--- config.mk ---
export PLATFORM = sky130hd
export DESIGN_NAME = alu_sub_comp
export DESIGN_NICKNAME = d
export VERILOG_FILES = /design/src/rtl/alu_sub_comp.sv
export SDC_FILE = /design/constraint.sdc
export NUM_CORES = 1
export LEC_CHECK = 0
export ABC_AREA = 1
export BUFFER_PORTS_ARGS = -buffer_cell sky130_fd_sc_hd__buf_4
export CAP_MARGIN = 10
export CORE_UTILIZATION = 46
export CTS_CLUSTER_SIZE = 24
export DETAILED_ROUTE_END_ITERATION = 10
export HOLD_SLACK_MARGIN = 0.03
export PLACE_DENSITY = 0.83
export RECOVER_POWER = 50
export SLEW_MARGIN = 10
export SYNTH_ARGS = -nofsm -noshare
export SYNTH_HDL_FRONTEND = slang
export SYNTH_SLANG_ARGS = --single-unit
--- constraint.sdc ---
create_clock -name i_clk -period 0.8 [get_ports i_clk]
set_clock_uncertainty 0.2 [all_clocks]
set_input_delay 0.04 -clock i_clk [delete_from_list [all_inputs] [get_ports i_clk]]
set_output_delay 0.04 -clock i_clk [all_outputs]
set_load 0.01 [all_outputs]
--- src/rtl/alu_sub_comp.sv ---
// ============================================================================
// alu_sub_comp
// ----------------------------------------------------------------------------
// Registered unsigned subtractor with borrow-in/borrow-out and a separate
// unsigned greater-than comparator. A new operation is accepted on every
// rising clock edge. All three results appear together one cycle later.
//
// The difference and borrow come from a ripple-borrow chain of full-subtractor
// cells. The comparator is an independent MSB-first magnitude chain and does
// not share logic with the subtractor.
//
// Parameters
//   BITS        operand / result width, legal range 2..64
//
// Ports
//   i_clk       clock; all state changes on the rising edge
//   i_rst       asynchronous active-high reset; clears every output
//   i_a         minuend (unsigned)
//   i_b         subtrahend (unsigned)
//   i_carry     borrow-in; 1 subtracts one extra
//   o_out_sub   registered difference, (a - b - carry) mod 2^BITS
//   o_carry     registered borrow-out, 1 when a < b + carry
//   o_out_comp  registered flag, 1 when a > b (borrow-in ignored)
// ============================================================================
module alu_sub_comp #(
    parameter int BITS = 8
) (
    input  logic            i_clk,
    input  logic            i_rst,
    input  logic [BITS-1:0] i_a,
    input  logic [BITS-1:0] i_b,
    input  logic            i_carry,
    output logic [BITS-1:0] o_out_sub,
    output logic            o_carry,
    output logic            o_out_comp
);

    // ------------------------------------------------------------------------
    // Ripple-borrow subtractor
    // borrow[0] is the borrow-in. borrow[i+1] is the borrow out of bit i.
    // ------------------------------------------------------------------------
    logic [BITS:0]   borrow;
    logic [BITS-1:0] diff;

    assign borrow[0] = i_carry;

    for (genvar i = 0; i < BITS; i++) begin : g_sub_cell
        // Full-subtractor cell. A borrow is generated when a=0 and b=1. An
        // incoming borrow passes through when a and b are equal.
        assign diff[i]       = i_a[i] ^ i_b[i] ^ borrow[i];
        assign borrow[i + 1] = (~i_a[i] & i_b[i])
                             | (~(i_a[i] ^ i_b[i]) & borrow[i]);
    end

    // ------------------------------------------------------------------------
    // MSB-first magnitude comparator
    // eq_above[i] : every bit above position i is equal in a and b.
    // gt_from[i]  : looking at bits BITS-1 down to i, a is already greater.
    // The first differing bit, counting from the MSB, decides the result.
    // Lower bits cannot change that decision.
    // ------------------------------------------------------------------------
    logic [BITS:1] eq_above;
    logic [BITS:0] gt_from;

    assign eq_above[BITS] = 1'b1;
    assign gt_from[BITS]  = 1'b0;

    for (genvar i = BITS - 1; i >= 0; i--) begin : g_cmp_cell
        assign gt_from[i] = gt_from[i + 1]
                          | (eq_above[i + 1] & i_a[i] & ~i_b[i]);
        if (i > 0) begin : g_eq
            assign eq_above[i] = eq_above[i + 1] & ~(i_a[i] ^ i_b[i]);
        end
    end

    // ------------------------------------------------------------------------
    // Output registers
    // Every output comes straight from a flop, so there is no combinational
    // path from the inputs to the outputs. Reset is asynchronous. A reset
    // asserted between edges therefore discards a result that is still in
    // flight.
    // ------------------------------------------------------------------------
    // NOTE: sequential state uses non-blocking assignments. All three flops
    // then sample the values from before the edge, with no ordering race.
    always_ff @(posedge i_clk or posedge i_rst) begin
        if (i_rst) begin
            o_out_sub  <= '0;
            o_carry    <= 1'b0;
            o_out_comp <= 1'b0;
        end else begin
            o_out_sub  <= diff;
            o_carry    <= borrow[BITS];
            o_out_comp <= gt_from[0];
        end
    end

endmodule

==> flow_metrics.env, run 1 <==
export IMPL_timing_hold_worst_path_depth=2
export IMPL_placement_io_buffers=28
export IMPL_synthAdderAreaFrac_pct=37.41
export IMPL_ctsRootBufferMaster="sky130_fd_sc_hd__clkbuf_4"
export IMPL_maxSlewHeadroom_pct=86.16
export IMPL_cts_clock_pin_slew_for_the_worst_setup_and_hold_paths_ns=0.06
export IMPL_avg_inst_size_synth_um2=9.662
export IMPL_synth_mux_area_share_pct=0
export IMPL_hpwl_mm=1.212
export IMPL_combinational_family_with_the_most_area_after_synthesis="adder cells"
export IMPL_cp_top_family="adder cells"
export IMPL_crit_slowest_cell="sky130_fd_sc_hd__fa_2"
export IMPL_clock_sinks=10
export IMPL_clock_tree_htree_level_count=1
export IMPL_synth_compound_gate_area_share_pct=0
export IMPL_post_synth_instance_area_um2=695.7
export IMPL_cp_arrival_ns=3.05
export IMPL_fillerInstances=80
export IMPL_critPathMaxFanout=2
export IMPL_fraction_of_synthesized_cell_area_in_xor_and_xnor_cells_pct=0
export IMPL_seq_area_um2=250.2
export IMPL_power_ir_vdd_worst_mv=0.8812
export IMPL_cp_end_kind="flip-flop"
export IMPL_yosys_cell_types_count=12
export IMPL_ys_warnings=0
export IMPL_criticalPathCategory="input port to flip-flop"
export IMPL_power_clock_fraction_pct=20.0
export IMPL_rsz_0062_raised_after_global_routing="yes"
export IMPL_final_period_minus_worst_setup_slack_ns=3.121
export IMPL_clock_tree_from_tritoncts="built"
export IMPL_design_portCount=29
export IMPL_cellInternalPower_uw=1144
export IMPL_p_seq_share_pct=39.4
export IMPL_placedInstanceArea_mm2=0.001017
export IMPL_grt_antenna_before_repair=0
export IMPL_timing_setup_tns_ns=-13.24
export IMPL_layoutNonFillerInstCount=128
export IMPL_fp_dieArea_mm2=0.001672
export IMPL_critical_path_top_cell_by_count="sky130_fd_sc_hd__fa_2"
export IMPL_critical_path_buf_inv_count=4
export IMPL_power_switching_uw=474.3
export IMPL_worst_hold_slack_ns=-0.1202
export IMPL_power_switching_share_pct=29.31
export IMPL_synth_top_area_share_pct=35.97
export IMPL_totalPowerFinal_uw=1618
export IMPL_fraction_of_layout_instances_using_a_drive_strength_above_1_pct=54.87
export IMPL_multi_input_comb_area_um2=390.4
export IMPL_maximum_number_of_pins_on_one_net_before_global_route_repair=11
export IMPL_length_of_the_first_detailed_routing_pass_in_iterations=4
export IMPL_post_route_drc_count=0
export IMPL_detailed_route_wire_length_mm=1.433
export IMPL_violations="hold timing, setup timing"
export IMPL_routabilityCongestion=0.7449
export IMPL_setup_viol=19
export IMPL_maxSlewViolCount=0
export IMPL_antenna_cells_inserted=0
export IMPL_floorplan_die_height_um=40.89
export IMPL_mostFrequentLayoutCell="sky130_fd_sc_hd__buf_4"
export IMPL_critical_path_depth=12
export IMPL_max_clk_rate_mhz=320.5
export IMPL_worst_slack_ns=-2.321
export IMPL_final_hold_viol_count=8
export IMPL_ctsHoldBuffers=1
export IMPL_leakage_uw=0.0006039
export IMPL_wl_per_cell_um=11.20
export IMPL_cp_slowest_stage_delay_ns=0.42
export IMPL_grt_usage_pct=20.62
export IMPL_power_density_cell_area_mw_per_mm2=1426
export IMPL_finalNetCount=150
export IMPL_grt_pass1_wl_mm=2.187
export IMPL_synth_sequential_area_ratio_pct=35.97
export IMPL_row_count=13
export IMPL_synth_net_count=107
export IMPL_pwr_share_comb_pct=40.6
export IMPL_drt_antenna_violating_nets=0
export IMPL_tightest_slew_ns=0.2071
export IMPL_layout_area_overhead_vs_synth_pct=63.13
export IMPL_route_vias_total=573
export IMPL_cp_cell_sequence="buf_8, inv_12, fa_2, inv_2, fa_2, fa_2, fa_2, fa_2, fa_2, fa_2, inv_2, fa_2"
export IMPL_yosysTopAreaCell="sky130_fd_sc_hd__dfrtp_1"
export IMPL_number_of_global_route_vias_before_repair=545
export IMPL_result_of_the_run="finished with violations"
export IMPL_floorplan_core_area_mm2=0.001350
export IMPL_die_x_um=40.89
export IMPL_worst_min_delay_path_class="input port to flip-flop"
export IMPL_postLayoutCellArea_mm2=0.001135
export IMPL_worst_setup_path_start_kind="input port"
export IMPL_max_cap_viols=0
export IMPL_yosys_top_cells_area="sky130_fd_sc_hd__dfrtp_1, sky130_fd_sc_hd__fa_1, sky130_fd_sc_hd__ha_1, sky130_fd_sc_hd__inv_1, sky130_fd_sc_hd__nand2_1"
export IMPL_cts_buffer_depth=2
export IMPL_final_core_util_pct=84.06
export IMPL_layout_worst_path_cycle_share_pct=390.1
export IMPL_initial_core_utilization_pct=51.53
export IMPL_synthCells=72
export IMPL_vias_per_cell=4.477
export IMPL_drt_iter0_drc=10
export IMPL_tritoncts_num_buffers=3
export IMPL_placedCellCount=123
export IMPL_gr_total_overflow=0
export IMPL_number_of_register_bits_inferred_by_synthesis=10
export IMPL_synth_simple_gate_area_share_pct=13.67
export IMPL_critPathRequiredTime_ns=0.73
export IMPL_most_common_layout_cells="sky130_fd_sc_hd__buf_4, sky130_fd_sc_hd__inv_1, sky130_fd_sc_hd__buf_6"
## power by group through the flow
stage	clock network [µW]	logic (µW)	registers, µW
finish	324	656	638
global route	364	734	648
CTS	323	651	640
detailed placement	0	563	632
global placement	0	522	624
floorplan	0	188	676
## cells by family (layout without fill, tap and decap cells)
logic type	count (synthesis)	in the layout
and+or+nand+nor	22	22
adders and majority gates	16	16
DFF	10	10
buffers and inverters	24	65
## flip-flops by register name, summed over array words and instances, names as in the netlist
register / cells
o_out_sub: 8
o_carry: 1
o_out_comp: 1
## synthesized netlist by cell type
master / n
sky130_fd_sc_hd__inv_1: 21
sky130_fd_sc_hd__dfrtp_1: 10
sky130_fd_sc_hd__nand2_1: 10
sky130_fd_sc_hd__fa_1: 8
sky130_fd_sc_hd__ha_1: 8
sky130_fd_sc_hd__nor2_1: 6
sky130_fd_sc_hd__inv_2: 2
sky130_fd_sc_hd__nand3_1: 2
sky130_fd_sc_hd__or2_1: 2
sky130_fd_sc_hd__clkinv_1: 1
sky130_fd_sc_hd__nand4_1: 1
sky130_fd_sc_hd__nor2_2: 1
## path summary, 6_finish.rpt
| path | start | end | slack [ns] |
|---|---|---|---|
| min in group asynchronous | i_rst | o_out_sub[2]$_DFF_PP0_ | 0.10 |
| worst max-delay path | i_b[0] | o_out_sub[7]$_DFF_PP0_ | -2.32 |
| worst min-delay path | i_a[0] | o_out_sub[0]$_DFF_PP0_ | -0.12 |
| max in group asynchronous | i_rst | o_out_sub[6]$_DFF_PP0_ | 0.13 |
## metal layers
metal / track usage [%] / wire length, µm / up-vias
met4: 7.500 / 22 / 0
met3: 3.261 / 49 / 4
met2: 37.11 / 798 / 20
met1: 24.22 / 563 / 267
li1: - / - / 282
met5: 0 / 0 / -
## final cells by class
cell class              instances  area share [%]
flip-flops and latches         10           22.05
repair buffers                 38           30.32
well taps                      15           1.654
multi-input cells              38           34.40
inverters                      24           9.592
clock buffers                   3           1.985
## repair_timing
action                                  in CTS  in global routing
pin swaps                                    2                  0
hold endpoints to repair                    19                  9
endpoints found under the setup margin      19                 29
resized for setup                           21                  4
setup buffers                                1                  0
## stage by stage
step / worst slack [ns] / hold WS, ns
after global routing: -2.373 / -0.1269
after floorplan: -2.301 / -0.3198
after detailed placement: -2.607 / -0.1649
after CTS: -2.315 / -0.1174
final: -2.321 / -0.1202
after global placement: -2.496 / -0.1774
No activity file was read; power rests on OpenSTA's default activity.
==> run 2: changes to the inputs <==
--- a/config.mk
+++ b/config.mk
@@ -14,6 +14,7 @@
 export HOLD_SLACK_MARGIN = 0.03
 export PLACE_DENSITY = 0.83
 export RECOVER_POWER = 50
+export SKIP_CTS_REPAIR_TIMING = 1
 export SLEW_MARGIN = 10
 export SYNTH_ARGS = -nofsm -noshare
 export SYNTH_HDL_FRONTEND = slang
==> run 2 against run 1 <==
Effect of this change: the flow still finishes with violations (hold timing, setup timing); hold slack lost 0.32 ns; via count shrank 1.9%; non-clock buffer count shrank 2; largest power group unchanged; sequential cell count is the same; sequential share of layout area grew 0.32 points; die area is the same; clock-buffer cell count is the same; sequential power is essentially flat.
==> flow_metrics.env, run 2 (synthesized netlist as in run 1, its figures left out) <==
export IMPL_placedInstanceArea_mm2=0.001017
export IMPL_tightest_slew_ns=0.3616
export IMPL_drt_iter0_drc=11
export IMPL_violations="hold timing, setup timing"
export IMPL_top_register="o_out_sub"
export IMPL_drt_antenna_violating_nets=0
export IMPL_detailroute_wirelength_met2_um=876
export IMPL_leakage_uw=0.0006000
export IMPL_detailed_route_wire_length_mm=1.467
export IMPL_clock_sinks=10
export IMPL_power_clock_fraction_pct=19.9
export IMPL_row_count=13
export IMPL_setup_viol=19
export IMPL_antenna_cells_inserted=0
export IMPL_layout_area_overhead_vs_synth_pct=60.79
export IMPL_power_switching_uw=478.5
export IMPL_maxSlewViolCount=0
export IMPL_final_core_util_pct=82.85
export IMPL_postLayoutCellArea_mm2=0.001119
export IMPL_grt_usage_pct=19.47
export IMPL_wl_met1_um=519
export IMPL_finalNetCount=148
export IMPL_worst_hold_slack_ns=-0.4442
export IMPL_result_of_the_run="finished with violations"
export IMPL_largest_register_ffs=8
export IMPL_power_switching_share_pct=29.57
export IMPL_hpwl_mm=1.212
export IMPL_rsz_0062_raised_after_global_routing="yes"
export IMPL_max_clk_rate_mhz=320.0
export IMPL_layoutNonFillerInstCount=126
export IMPL_vias_per_cell=4.460
export IMPL_ctsRootBufferMaster="sky130_fd_sc_hd__clkbuf_4"
export IMPL_most_common_layout_cells="sky130_fd_sc_hd__buf_4, sky130_fd_sc_hd__inv_1, sky130_fd_sc_hd__buf_6"
export IMPL_floorplan_die_height_um=40.89
export IMPL_post_route_drc_count=0
export IMPL_clock_tree_from_tritoncts="built"
export IMPL_number_of_global_route_vias_before_repair=517
export IMPL_floorplan_core_area_mm2=0.001350
export IMPL_wl_per_cell_um=11.64
export IMPL_worst_slack_ns=-2.325
export IMPL_totalPowerFinal_uw=1618
export IMPL_gr_total_overflow=0
export IMPL_placedCellCount=123
export IMPL_tritoncts_num_buffers=3
export IMPL_design_portCount=29
export IMPL_maximum_number_of_pins_on_one_net_before_global_route_repair=11
export IMPL_power_ir_vdd_worst_mv=0.8840
export IMPL_final_hold_viol_count=18
export IMPL_placement_io_buffers=28
export IMPL_critPathMaxFanout=2
export IMPL_cts_clock_pin_slew_for_the_worst_setup_and_hold_paths_ns=0.06
export IMPL_final_period_minus_worst_setup_slack_ns=3.125
export IMPL_cellInternalPower_uw=1140
export IMPL_routabilityCongestion=0.7449
export IMPL_layout_worst_path_cycle_share_pct=390.6
export IMPL_clock_tree_htree_level_count=1
export IMPL_fp_dieArea_mm2=0.001672
export IMPL_wl_met3_um=54
export IMPL_route_vias_total=562
export IMPL_top_signal_layer_used="met4"
export IMPL_criticalPathCategory="input port to flip-flop"
export IMPL_p_seq_share_pct=39.5
export IMPL_mostFrequentLayoutCell="sky130_fd_sc_hd__buf_4"
export IMPL_length_of_the_first_detailed_routing_pass_in_iterations=4
export IMPL_critPathRequiredTime_ns=0.73
export IMPL_cp_arrival_ns=3.06
export IMPL_fraction_of_layout_instances_using_a_drive_strength_above_1_pct=54.05
export IMPL_layout_top_registers="o_out_sub: 8 flops, o_carry: 1 flops, o_out_comp: 1 flops"
export IMPL_cp_end_kind="flip-flop"
export IMPL_grt_pass1_wl_mm=2.070
export IMPL_worst_min_delay_path_class="input port to asynchronous set/reset pin"
export IMPL_initial_core_utilization_pct=51.53
export IMPL_maxSlewHeadroom_pct=75.87
export IMPL_power_density_cell_area_mw_per_mm2=1447
export IMPL_pwr_share_comb_pct=40.6
export IMPL_worst_setup_path_start_kind="input port"
export IMPL_max_cap_viols=0
export IMPL_fillerInstances=82
export IMPL_die_x_um=40.89
export IMPL_cts_buffer_depth=2
export IMPL_grt_antenna_before_repair=0
run 2: changes by cell type in the layout (fill, tap and decap cells not counted), sizes merged:
cell	change
buf	-1
clkinvlp	-1
dlygate4sd3	-1
inv	+1
run 2: critical path, cell delays in order:
cell                     delay (ns)
sky130_fd_sc_hd__buf_8         0.11
sky130_fd_sc_hd__inv_12        0.04
sky130_fd_sc_hd__fa_2          0.19
sky130_fd_sc_hd__inv_2         0.04
sky130_fd_sc_hd__fa_2          0.33
sky130_fd_sc_hd__fa_2          0.37
sky130_fd_sc_hd__fa_2          0.36
sky130_fd_sc_hd__fa_2          0.37
sky130_fd_sc_hd__fa_2          0.37
sky130_fd_sc_hd__fa_2          0.35
sky130_fd_sc_hd__inv_2         0.07
sky130_fd_sc_hd__fa_2          0.42
run 2: power by group through the flow:
stage	sequential, µW	combinational (µW)	clock, µW
2_1_floorplan	676	188	0
3_3_place_gp	624	522	0
3_5_place_dp	632	563	0
4_1_cts	623	564	323
5_1_grt	649	737	371
6_report	639	658	322
run 2: through the flow:
| step | hold WS [ns] | setup slack, ns | setup TNS (ns) |
|---|---|---|---|
| after floorplan | -0.3198 | -2.301 | -11.86 |
| after global placement | -0.1774 | -2.496 | -13.75 |
| after detailed placement | -0.1649 | -2.607 | -14.19 |
| after CTS | -0.4338 | -2.350 | -13.64 |
| after global routing | -0.4299 | -2.365 | -14.06 |
| final | -0.4442 | -2.325 | -13.35 |
run 2: worst max-delay path by stage:
stage                     startpoint                      to  slack, ns
after global routing          i_b[0]  o_out_sub[7]$_DFF_PP0_      -2.37
after global placement        i_b[0]  o_out_sub[7]$_DFF_PP0_      -2.50
final                         i_b[0]  o_out_sub[7]$_DFF_PP0_      -2.33
after detailed placement      i_b[0]  o_out_sub[7]$_DFF_PP0_      -2.61
after floorplan               i_b[0]  o_out_sub[7]$_DFF_PP0_      -2.30
after CTS                     i_b[0]  o_out_sub[7]$_DFF_PP0_      -2.35
run 2: cell type report:
cell class / count / area (µm²) / area share [%]
inverters: 24 / 105.1 / 9.396
repair buffers: 36 / 326.6 / 29.19
well taps: 15 / 18.77 / 1.678
clock buffers: 3 / 22.52 / 2.013
flip-flops and latches: 10 / 250.2 / 22.37
multi-input cells: 38 / 395.4 / 35.35
run 2: routing by layer:
layer	up-vias	track usage [%]
li1	275	-
met2	19	33.98
met1	266	23.53
met4	0	7.500
met3	2	3.261
met5	-	0
==> run 3: changes to the inputs <==
--- a/config.mk
+++ b/config.mk
@@ -11,6 +11,7 @@
 export CORE_UTILIZATION = 46
 export CTS_CLUSTER_SIZE = 24
 export DETAILED_ROUTE_END_ITERATION = 10
+export GPL_TIMING_DRIVEN = 0
 export HOLD_SLACK_MARGIN = 0.03
 export PLACE_DENSITY = 0.83
 export RECOVER_POWER = 50
==> run 3 against run 2 <==
Effect of this change: the run still ends with hold timing, setup timing left; fmax rose by 2.9%; final area fell by 2.2%; clock-buffer cell count did not move; sequential cell count did not move; sequential share of layout area rose by 0.51 points; core utilization fell by 1.9 points; global-route usage fell by 3.0 points; worst setup slack improved by 0.089 ns; wire length fell by 20%; total power fell by 1.4%; critical path type unchanged; critical endpoint unchanged.
==> flow_metrics.env, run 3 (synthesized netlist as in run 1, its figures left out) <==
export IMPL_result_of_the_run="finished with violations"
export IMPL_violations="hold timing, setup timing"
export IMPL_wl_per_cell_um=9.733
export IMPL_hpwl_um=902.5
export IMPL_length_of_the_first_detailed_routing_pass_in_iterations=2
export IMPL_criticalPathCategory="input port to flip-flop"
export IMPL_max_cap_viols=0
export IMPL_antenna_cells_inserted=0
export IMPL_top_signal_layer_used="met4"
export IMPL_placedCellCount=115
export IMPL_cts_clock_pin_slew_for_the_worst_setup_and_hold_paths_ns=0.06
export IMPL_worst_hold_slack_ns=-0.4590
export IMPL_clock_tree_from_tritoncts="built"
export IMPL_worst_setup_path_start_kind="input port"
export IMPL_vias_per_cell=4.292
export IMPL_pwr_share_comb_pct=39.4
export IMPL_most_common_layout_cells="sky130_fd_sc_hd__buf_4, sky130_fd_sc_hd__buf_6, sky130_fd_sc_hd__inv_1"
export IMPL_cp_slowest_stage_delay_ns=0.41
export IMPL_wl_met3_um=56
export IMPL_worst_min_delay_path_class="input port to asynchronous set/reset pin"
export IMPL_clock_tree_htree_level_count=1
export IMPL_power_density_cell_area_mw_per_mm2=1459
export IMPL_routabilityCongestion=0.8395
export IMPL_post_place_ws_ns=-2.534
export IMPL_wl_met1_um=462
export IMPL_detailroute_wirelength_met2_um=626
export IMPL_route_vias_total=515
export IMPL_grt_usage_pct=16.47
export IMPL_tritoncts_num_buffers=3
export IMPL_leakage_uw=0.0005739
export IMPL_final_hold_viol_count=20
export IMPL_fp_dieArea_mm2=0.001672
export IMPL_placedInstanceArea_um2=957.2
export IMPL_postLayoutCellArea_mm2=0.001094
export IMPL_drt_antenna_violating_nets=0
export IMPL_final_period_minus_worst_setup_slack_ns=3.036
export IMPL_layout_top_registers="o_out_sub: 8 flops, o_carry: 1 flops, o_out_comp: 1 flops"
export IMPL_number_of_global_route_vias_before_repair=483
export IMPL_critPathMaxFanout=2
export IMPL_maximum_number_of_pins_on_one_net_before_global_route_repair=11
export IMPL_ctsRootBufferMaster="sky130_fd_sc_hd__clkbuf_4"
export IMPL_cellInternalPower_uw=1130
export IMPL_detailed_route_wire_length_mm=1.168
export IMPL_die_x_um=40.89
export IMPL_rsz_0062_raised_after_global_routing="yes"
export IMPL_crit_slowest_cell="sky130_fd_sc_hd__fa_2"
export IMPL_cp_arrival_ns=2.98
export IMPL_critPathRequiredTime_ns=0.74
export IMPL_initial_core_utilization_pct=51.53
export IMPL_fraction_of_layout_instances_using_a_drive_strength_above_1_pct=55.24
export IMPL_power_clock_fraction_pct=20.9
export IMPL_cp_end_kind="flip-flop"
export IMPL_tightest_slew_ns=0.3393
export IMPL_grt_antenna_before_repair=0
export IMPL_p_seq_share_pct=39.7
export IMPL_placement_io_buffers=28
export IMPL_design_portCount=29
export IMPL_clock_sinks=10
export IMPL_floorplan_core_area_mm2=0.001350
export IMPL_largest_register_ffs=8
export IMPL_row_count=13
export IMPL_setup_viol=19
export IMPL_finalNetCount=142
export IMPL_critical_path_top_cell_by_count="sky130_fd_sc_hd__fa_2"
export IMPL_top_register="o_out_sub"
export IMPL_grt_pass1_wl_mm=1.759
export IMPL_power_switching_share_pct=29.20
export IMPL_layout_area_overhead_vs_synth_pct=57.19
export IMPL_worst_slack_ns=-2.236
export IMPL_maxSlewHeadroom_pct=77.35
export IMPL_post_route_drc_count=0
export IMPL_cp_cell_sequence="buf_8, inv_12, fa_2, inv_2, fa_2, fa_2, fa_2, fa_2, fa_2, fa_2, inv_2, fa_2"
export IMPL_maxSlewViolCount=0
export IMPL_gr_total_overflow=0
export IMPL_cts_buffer_depth=2
export IMPL_drt_iter0_drc=1
export IMPL_mostFrequentLayoutCell="sky130_fd_sc_hd__buf_4"
export IMPL_layout_worst_path_cycle_share_pct=379.5
export IMPL_critPathLaunch="i_b[0]"
export IMPL_power_ir_vdd_worst_mv=0.7195
export IMPL_max_clk_rate_mhz=329.4
export IMPL_layoutNonFillerInstCount=120
export IMPL_floorplan_die_height_um=40.89
export IMPL_power_switching_uw=465.9
run 3: area by class of cell:
type | instances | area, µm²
clock buffer | 3 | 22.52
fill | 89 | 256.5
inverter | 24 | 110.1
multi-input combinational | 38 | 402.9
sequential | 10 | 250.2
tap | 15 | 18.77
timing repair buffer | 30 | 289.0
run 3: per-stage QoR:
stage / total power, µW / hold WS (ns) / util (%) / setup TNS (ns)
floorplan: 864.3 / -0.3198 / - / -11.86
global placement: 1122 / -0.1775 / 70.90 / -13.75
detailed placement: 1142 / -0.1665 / 70.90 / -13.90
CTS: 1474 / -0.4486 / 72.57 / -13.24
global route: 1729 / -0.4262 / 81.00 / -13.64
finish: 1596 / -0.4590 / 81.00 / -12.77
run 3: critical path: cells and delay by family:
| kind | cells | cell delay, ns |
|---|---|---|
| buf+inv | 4 | 0.25 |
| fa+ha+maj | 8 | 2.68 |
run 3: worst paths after layout:
check | endpoint | slack, ns | depth (start not counted)
max in group asynchronous | o_out_sub[0]$_DFF_PP0_ | 0.61 | 2
hold / removal | o_out_sub[6]$_DFF_PP0_ | -0.46 | 2
setup / recovery | o_out_sub[7]$_DFF_PP0_ | -2.24 | 12
min in group i_clk | o_out_sub[0]$_DFF_PP0_ | -0.12 | 2
run 3: power groups by stage:
stage	Combinational [µW]	Sequential [µW]	Clock, µW
floorplan	188	676	0
global route	709	642	377
detailed placement	516	626	0
CTS	517	616	340
finish	629	633	333
global placement	498	624	0
run 3: metal layers:
metal  GRT usage, %  vias to the layer above
li1               -                      263
met1          19.01                      229
met2          27.73                       20
met3          3.261                        3
met4          10.00                        0
met5              0                        -
